--- config.mk ---
export PLATFORM = sky130hd
export DESIGN_NAME = samm_operand_feeder
export DESIGN_NICKNAME = d
export VERILOG_FILES = /design/src/rtl/samm_operand_feeder.sv
export SDC_FILE = /design/constraint.sdc
export NUM_CORES = 1
export LEC_CHECK = 0
export BUFFER_PORTS_ARGS = -buffer_cell sky130_fd_sc_hd__buf_2
export CORE_MARGIN = 3
export CORE_UTILIZATION = 55
export CTS_BUF_LIST = sky130_fd_sc_hd__clkbuf_16
export DETAILED_ROUTE_END_ITERATION = 7
export PLACE_DENSITY = 0.86
export SLEW_MARGIN = 25
export SYNTH_ARGS = -nofsm -noshare
export SYNTH_HDL_FRONTEND = slang
export SYNTH_SLANG_ARGS = --single-unit
--- constraint.sdc ---
create_clock -name clk -period 4.3 [get_ports clk]
set_input_delay 0.43 -clock clk [delete_from_list [all_inputs] [get_ports clk]]
set_output_delay 0.43 -clock clk [all_outputs]
set_load 0.02 [all_outputs]
--- src/rtl/samm_operand_feeder.sv ---
// Operand feeder for the SAMM systolic array: loads A/B from the two-port RAM, then streams skewed wavefronts.
// Optional accumulator-clear strobe (acc_clr) is enabled by defining SAMM_FEED_ACC_CLR_EN.
module samm_operand_feeder #(
    parameter int unsigned N  = 4,
    parameter int unsigned AW = 10,
    parameter int unsigned DW = 8
) (
    input  logic            clk,
    input  logic            rst,
    input  logic            start,
    input  logic [AW-1:0]   base_a,
    input  logic [AW-1:0]   base_b,
    output logic [AW-1:0]   ad1,
    output logic [AW-1:0]   ad2,
    input  logic [DW-1:0]   rd1,
    input  logic [DW-1:0]   rd2,
    output logic [N*DW-1:0] a_bus,
    output logic [N*DW-1:0] b_bus,
    output logic            out_valid,
    input  logic            out_ready,
    output logic            busy,
`ifdef SAMM_FEED_ACC_CLR_EN
    output logic            acc_clr,
    output logic            done
`else
    output logic            done
`endif
);

    localparam int unsigned   NN     = N * N;
    localparam int unsigned   KW     = $clog2(NN);
    localparam int unsigned   TW     = $clog2(2 * N - 1);
    localparam logic [KW-1:0] K_LAST = KW'(NN - 1);
    localparam logic [TW-1:0] T_LAST = TW'(2 * N - 2);

    typedef enum logic [1:0] {
        ST_IDLE,
        ST_LOAD,
        ST_STREAM,
        ST_DONE
    } state_t;

    state_t          state_q, state_d;
    logic [KW-1:0]   k_q, k_d;
    logic [TW-1:0]   t_q, t_d;
    logic [AW-1:0]   base_a_q, base_a_d;
    logic [AW-1:0]   base_b_q, base_b_d;
    logic [DW-1:0]   bank_a_q [NN];
    logic [DW-1:0]   bank_a_d [NN];
    logic [DW-1:0]   bank_b_q [NN];
    logic [DW-1:0]   bank_b_d [NN];

    always_ff @(posedge clk or negedge rst) begin
        if (!rst) begin
            state_q  <= ST_IDLE;
            k_q      <= '0;
            t_q      <= '0;
            base_a_q <= '0;
            base_b_q <= '0;
            bank_a_q <= '{default: '0};
            bank_b_q <= '{default: '0};
        end else begin
            state_q  <= state_d;
            k_q      <= k_d;
            t_q      <= t_d;
            base_a_q <= base_a_d;
            base_b_q <= base_b_d;
            bank_a_q <= bank_a_d;
            bank_b_q <= bank_b_d;
        end
    end

    // Next-state, bank capture and control outputs.
    always_comb begin
        state_d   = state_q;
        k_d       = k_q;
        t_d       = t_q;
        base_a_d  = base_a_q;
        base_b_d  = base_b_q;
        bank_a_d  = bank_a_q;
        bank_b_d  = bank_b_q;
        ad1       = '0;
        ad2       = '0;
        out_valid = 1'b0;
        done      = 1'b0;
        busy      = (state_q != ST_IDLE);

        unique case (state_q)
            ST_IDLE: begin
                if (start) begin
                    base_a_d = base_a;
                    base_b_d = base_b;
                    k_d      = '0;
                    state_d  = ST_LOAD;
                end
            end
            ST_LOAD: begin
                ad1           = base_a_q + AW'(k_q);
                ad2           = base_b_q + AW'(k_q);
                bank_a_d[k_q] = rd1;
                bank_b_d[k_q] = rd2;
                if (k_q == K_LAST) begin
                    t_d     = '0;
                    state_d = ST_STREAM;
                end else begin
                    k_d = k_q + KW'(1);
                end
            end
            ST_STREAM: begin
                out_valid = 1'b1;
                if (out_ready) begin
                    if (t_q == T_LAST) begin
                        state_d = ST_DONE;
                    end else begin
                        t_d = t_q + TW'(1);
                    end
                end
            end
            ST_DONE: begin
                done    = 1'b1;
                state_d = ST_IDLE;
            end
            default: state_d = ST_IDLE;
        endcase
    end

    // Lane i carries A[i][t-i] west and B[t-i][i] north; lanes outside the wavefront are zero.
    always_comb begin
        int unsigned tt;
        tt    = 32'(t_q);
        a_bus = '0;
        b_bus = '0;
        if (state_q == ST_STREAM) begin
            for (int unsigned i = 0; i < N; i++) begin
                if ((tt >= i) && ((tt - i) < N)) begin
                    a_bus[DW*i +: DW] = bank_a_q[KW'(i * N + (tt - i))];
                    b_bus[DW*i +: DW] = bank_b_q[KW'((tt - i) * N + i)];
                end
            end
        end
    end

`ifdef SAMM_FEED_ACC_CLR_EN
    assign acc_clr = (state_q == ST_LOAD) && (k_q == K_LAST);
`endif

endmodule

After elaboration in Yosys (flattened, before gate mapping):

Cells that the tools add are included.

* bits in registers: 285
* memories: 0
* output and inout bits: 87
* memory bits (writable): 0
* word-level logic and storage cells: 153
* bits in read-only memories: 0
* bits in latches: 0
* input bits: 40

* $lt $le $gt $ge: 17
* $add $sub $neg: 13
* reduce and logical (&&, ||, !) cells: 12
* equality and inequality tests: 11
* $mul: 0
* shift operators: 0
* divide/modulo/power cells: 0
* bitwise gates (word level): 9
* muxes and demuxes: 54

Operators by type and width (count)
* $bmux W8 S4: 8
* $bwmux W128: 2
* $mux W8: 25
* $lt A32 B3 Y1 const B: 3
* $mux W32: 2
* $ge A5 B5 Y1 const B: 9
* $not A4 Y5: 8
* $demux W8 S4: 1
* $add A10 B4 Y10: 2
* $mux W10: 2
* $ne A2 B2 Y1 const B: 6
* $mux W3: 3
* $add A4 B3 Y4 const B: 2
* $add A4 B4 Y4 const A: 2
* $mux W2: 4
* $mux W4: 2
* $pmux W2 S4: 1
* $pmux W4 S2: 1
* $reduce_and A4 Y1: 2
* $sub A3 B2 Y4 const B: 2
* $ge A3 B2 Y1 const B: 2
* $pmux W3 S2: 1
* $reduce_bool A2 Y1: 3
* $lt A5 B1 Y1 const B: 1
* 17 further kinds: 22

Logic depth before layout (Yosys ltp):

* depth in word-level cells: 8
* depth in mapped cells: 13
* mapped depth without buffers: 9

Worst setup path after synthesis:

OpenSTA, ideal clock, no wires.

* path kind: reg-to-output
* from: register t_q[1]
* to: output port a_bus[15]
* arrival: 3.178 ns
* cell stages (with the launch flop): 13
* required time: 3.870 ns
* path slack: 0.692 ns
* cells stage by stage: dfrtp_1 > buf_2 > buf_2 > buf_2 > inv_1 > ha_1 > buf_1 > nand2_1 > ha_1 > buf_1 > clkbuf_1 > a211oi_1 > a211oi_1

* longest elaborated chain between the ends: 8
* elaborated cells between the ends (all ways): 11
* classes of those cells: add/sub: 2; order compare: 2; mux: 5; bitwise: 1; reduce/logical: 1

RTL lines
* start, declared: RTL line 45 `logic [TW-1:0] t_q, t_d;`
* start signal, assigned: RTL line 65 `t_q <= t_d;`
* $sub A3 B1 Y4
* $add A3 B4 Y4: RTL line 136 `a_bus[DW*i +: DW] = bank_a_q[KW'(i * N + (tt - i))];`
* $not A4 Y5 (not written as such): RTL line 136
* $bmux W8 S4: RTL line 136
* $mux W8 (not written as such) (2 in series): RTL line 136
* $mux W8 (*): RTL line 135 `if ((tt >= i) && ((tt - i) < N)) begin`
* $mux W32 (*): RTL line 133 `if (state_q == ST_STREAM) begin`
* end, declared: RTL line 17 `output logic [N*DW-1:0] a_bus,`

Every way passes the cells marked *; elsewhere a longest branch is shown, timed or not. The select of a mux whose other input is x is not followed.

Worst setup path in the final report:

Same ends and word-level chain as after synthesis.

==> run summary <==
Core area - 28100 um^2
Clock tree from TritonCTS - built
Highest clock rate - 0.246 GHz
Number of fill cells - 2048
Number of cells produced by synthesis - 1083
Share of the yosys chip area belonging to registers - 45.1%
Count of final hold-check violations - 0
Largest fanout on the critical path - 32
Count of standard-cell rows - 61
Antenna violations before repair - 2
Area of the mapped netlist - 15800 um^2
Drc violations - 0
Vias in the first global route - 10800
CTS H-tree lvls - 1
Global Route Usage Sum - 25.8%
Setup TNS - 0 ns
Setup repair after global routing missed its margin - no
Relative max-transition margin - 36.0%
Final Net Count - 1248
Wire length of the first global-routing pass - 61800 um
Final Critical Period - 4.07 ns
Maximum buffer depth of the clock tree - 3
Crit path max-delay family - buffers and inverters
DR vias - 10200
Share of cells above drive strength 1 - 48.0%
Max-slew violation count - 0
Worst Path Arrival - 3.64 ns
Power density over cell area - 721 nW/um^2
Cell chain of the critical path - inv_1 -> ha_4 -> ha_1 -> buf_4 -> mux4_2 -> nor2b_1 -> a211oi_1 -> a211oi_1 -> buf_2
Final period utilization - 94.7%
Die Y - 176 um
Post-Synthesis Mean Instance Area - 14.6 um^2
Kind of critical path - reg -> out
Worst slack on hold paths - 0.0707 ns
# setup viols final - 0
Die outline area - 30800 um^2
Cell count after placement - 1522
TritonCTS Buffers - 30
Mapped Nets - 1153
Count of clock tree sinks - 285
Status - finished, final reports clean
Cell at the root of the clock tree - sky130_fd_sc_hd__clkbuf_16
CP Buf/Inv Count - 3
Max cap viols - 0
Synthesis Warnings - 0
Data required time of the worst path - 3.87 ns
Startpoint Class - flip-flop
Quantity of I/O buffers inserted on ports - 126
Critical Path Sink Type - output pin
Clock latency of the later-clocked register in the worst-skew pair - 0.59 ns
Post-DR wirelength/cell - 24.9 um
Number of enable-type register cells in the synthesized netlist - 0
Peak supply drop - 0.000458 V
Maximum clock skew at final layout - 0.0440 ns
CP max stage delay - 0.63 ns
Unique masters post-synth - 50
Average via count per standard cell - 6.47
Class of the most critical hold timing path - in -> reg
Iter 0 DRT Violations - 929
Worst path most repeated cell - sky130_fd_sc_hd__a211oi_1
Grt total ovfl - 0
Number of standard cells in the layout, taps in and fillers out - 1579
Main flop type after synthesis - sky130_fd_sc_hd__dfrtp_1
First drt pass iteration count - 5
Final Util - 62.6%
Leakage component of the power - 7.59 nW
Fraction of synthesis flops using an asynchronous set or reset pin - 100%
Area grow syn2layout - 11.2%
Placed wire-length estimate after detailed placement - 24800 um
Final ANT Viol Nets - 0
Effective utilization at floorplan - 56.3%
Post-synthesis register bit count - 285
Final RePlAce weighted congestion - 0.813
Width of the die - 176 um
Routed wire length - 39400 um
Io pins - 127
Worst Tran Pin Value - 0.960 ns
Master of the slowest instance on the critical path - sky130_fd_sc_hd__dfrtp_4
Pin count of the biggest net entering global routing - 113
Clock transition at the register clock pins on the worst setup and hold paths after CTS - 0.06 ns
[Yosys cell counts (7+ instances only)]
cell type	count	area, um^2
sky130_fd_sc_hd__a22oi_1	14	105
sky130_fd_sc_hd__ha_1	28	350
sky130_fd_sc_hd__buf_6	10	113
sky130_fd_sc_hd__mux2i_1	30	300
sky130_fd_sc_hd__clkbuf_1	27	101
sky130_fd_sc_hd__buf_4	14	105
sky130_fd_sc_hd__a211oi_1	18	135
sky130_fd_sc_hd__nand3_1	7	35.0
sky130_fd_sc_hd__a21oi_1	9	45.0
sky130_fd_sc_hd__buf_2	30	150
sky130_fd_sc_hd__nand2_1	38	143
sky130_fd_sc_hd__and3_1	17	106
sky130_fd_sc_hd__and2_1	10	62.6
sky130_fd_sc_hd__nand3_2	8	80.1
sky130_fd_sc_hd__mux2_1	9	101
sky130_fd_sc_hd__nor3_1	7	35.0
sky130_fd_sc_hd__inv_1	21	78.8
sky130_fd_sc_hd__dfrtp_1	285	7130
sky130_fd_sc_hd__mux2_2	268	3020
sky130_fd_sc_hd__o21ai_0	10	50.1
sky130_fd_sc_hd__nor2b_1	31	194
sky130_fd_sc_hd__nand2b_1	9	56.3
sky130_fd_sc_hd__mux4_1	23	604
sky130_fd_sc_hd__mux4_2	96	2160
sky130_fd_sc_hd__nor2_1	17	63.8
[metal layers]
| metal | track usage, % | wire length (um) | up-vias |
|---|---|---|---|
| li1 | - | - | 4306 |
| met1 | 35.0 | 15800 | 5353 |
| met2 | 42.3 | 19200 | 468 |
| met3 | 5.51 | 3170 | 91 |
| met4 | 7.79 | 1190 | 4 |
| met5 | 0 | 25 | - |
[cell type report]
| type | count | area, um^2 | area share [%] |
|---|---|---|---|
| tap | 378 | 473 | 2.69 |
| antenna | 1 | 2.50 | 0.0142 |
| clock inverter | 24 | 209 | 1.19 |
| clock buffer | 30 | 751 | 4.27 |
| sequential | 285 | 7140 | 40.6 |
| timing repair buffer | 152 | 878 | 5.00 |
| inverter | 22 | 82.6 | 0.470 |
| multi-input combinational | 687 | 8040 | 45.7 |
[logic make-up (layout without fill, tap and decap cells)]
logic type	count (synthesis)	after routing	synth area share, %
muxes	427	427	39.3
DFF	285	285	45.1
and+or+nand+nor	163	163	6.00
buffers and inverters	111	228	4.07
AOI/OAI and AO/OA	67	67	3.02
adders and majority gates	30	30	2.47
other	0	1	0
[sequential cells by signal (all words and copies together) (netlist names)]
name,flops
state_q,2
base_b_q,10
base_a_q,10
k_q,4
t_q,3
bank_a_q,128
bank_b_q,128
[path summary, 6_finish.rpt]
path,startpoint,endpoint,slack (ns),depth (start not counted)
worst max-delay path,t_q[1],a_bus[15],0.23,9
worst max register to register,state_q[1],t_q[1],1.59,7
worst min register to register,bank_b_q[124],bank_b_q[124],0.48,1
max in group asynchronous,rst,bank_a_q[47],2.59,3
worst min-delay path,base_a[8],base_a_q[8],0.07,2
min in group asynchronous,rst,bank_a_q[109],0.52,2
[through the flow]
step	power, mW	setup slack (ns)	instance area [um^2]
3_3_place_gp	9.79	0.781	16600
4_1_cts	12.6	0.123	17500
5_1_grt	13.4	0.0748	17600
2_1_floorplan	8.78	0.692	15800
6_report	12.7	0.229	17600
3_5_place_dp	10.1	0.716	16600
[cells in the final DEF (no fill, tap or decap), drive strengths merged, types with 3 or more instances in the layout]
cell	count
o21ai	10
and2	10
dfrtp	285
mux2	277
mux2i	30
nand3	15
and3	17
nor3b	4
a21o	4
nand2	38
clkinv	12
a211oi	21
a21oi	9
mux4	120
nand2b	9
nor2b	31
nor2	17
buf	151
ha	28
a22oi	14
clkbuf	30
bufinv	3
inv	30
nand4	9
nor3	11
[where the power goes]
group	switching [mW]	internal (mW)	leakage, nW
Combinational	2.76	3.03	3.73
Sequential	0.775	3.57	3.36
Clock	1.09	1.45	0.493
Total	4.62	8.05	7.59
[repair_timing]
item | CTS | global route
gates resized for setup | 0 | 1
endpoints found under the hold margin | 107 | 0
hold buffers | 1 | 0
setup buffers | 0 | 1
setup endpoints to repair | 0 | 1
Note: power is estimated with default switching activity, not from simulation.
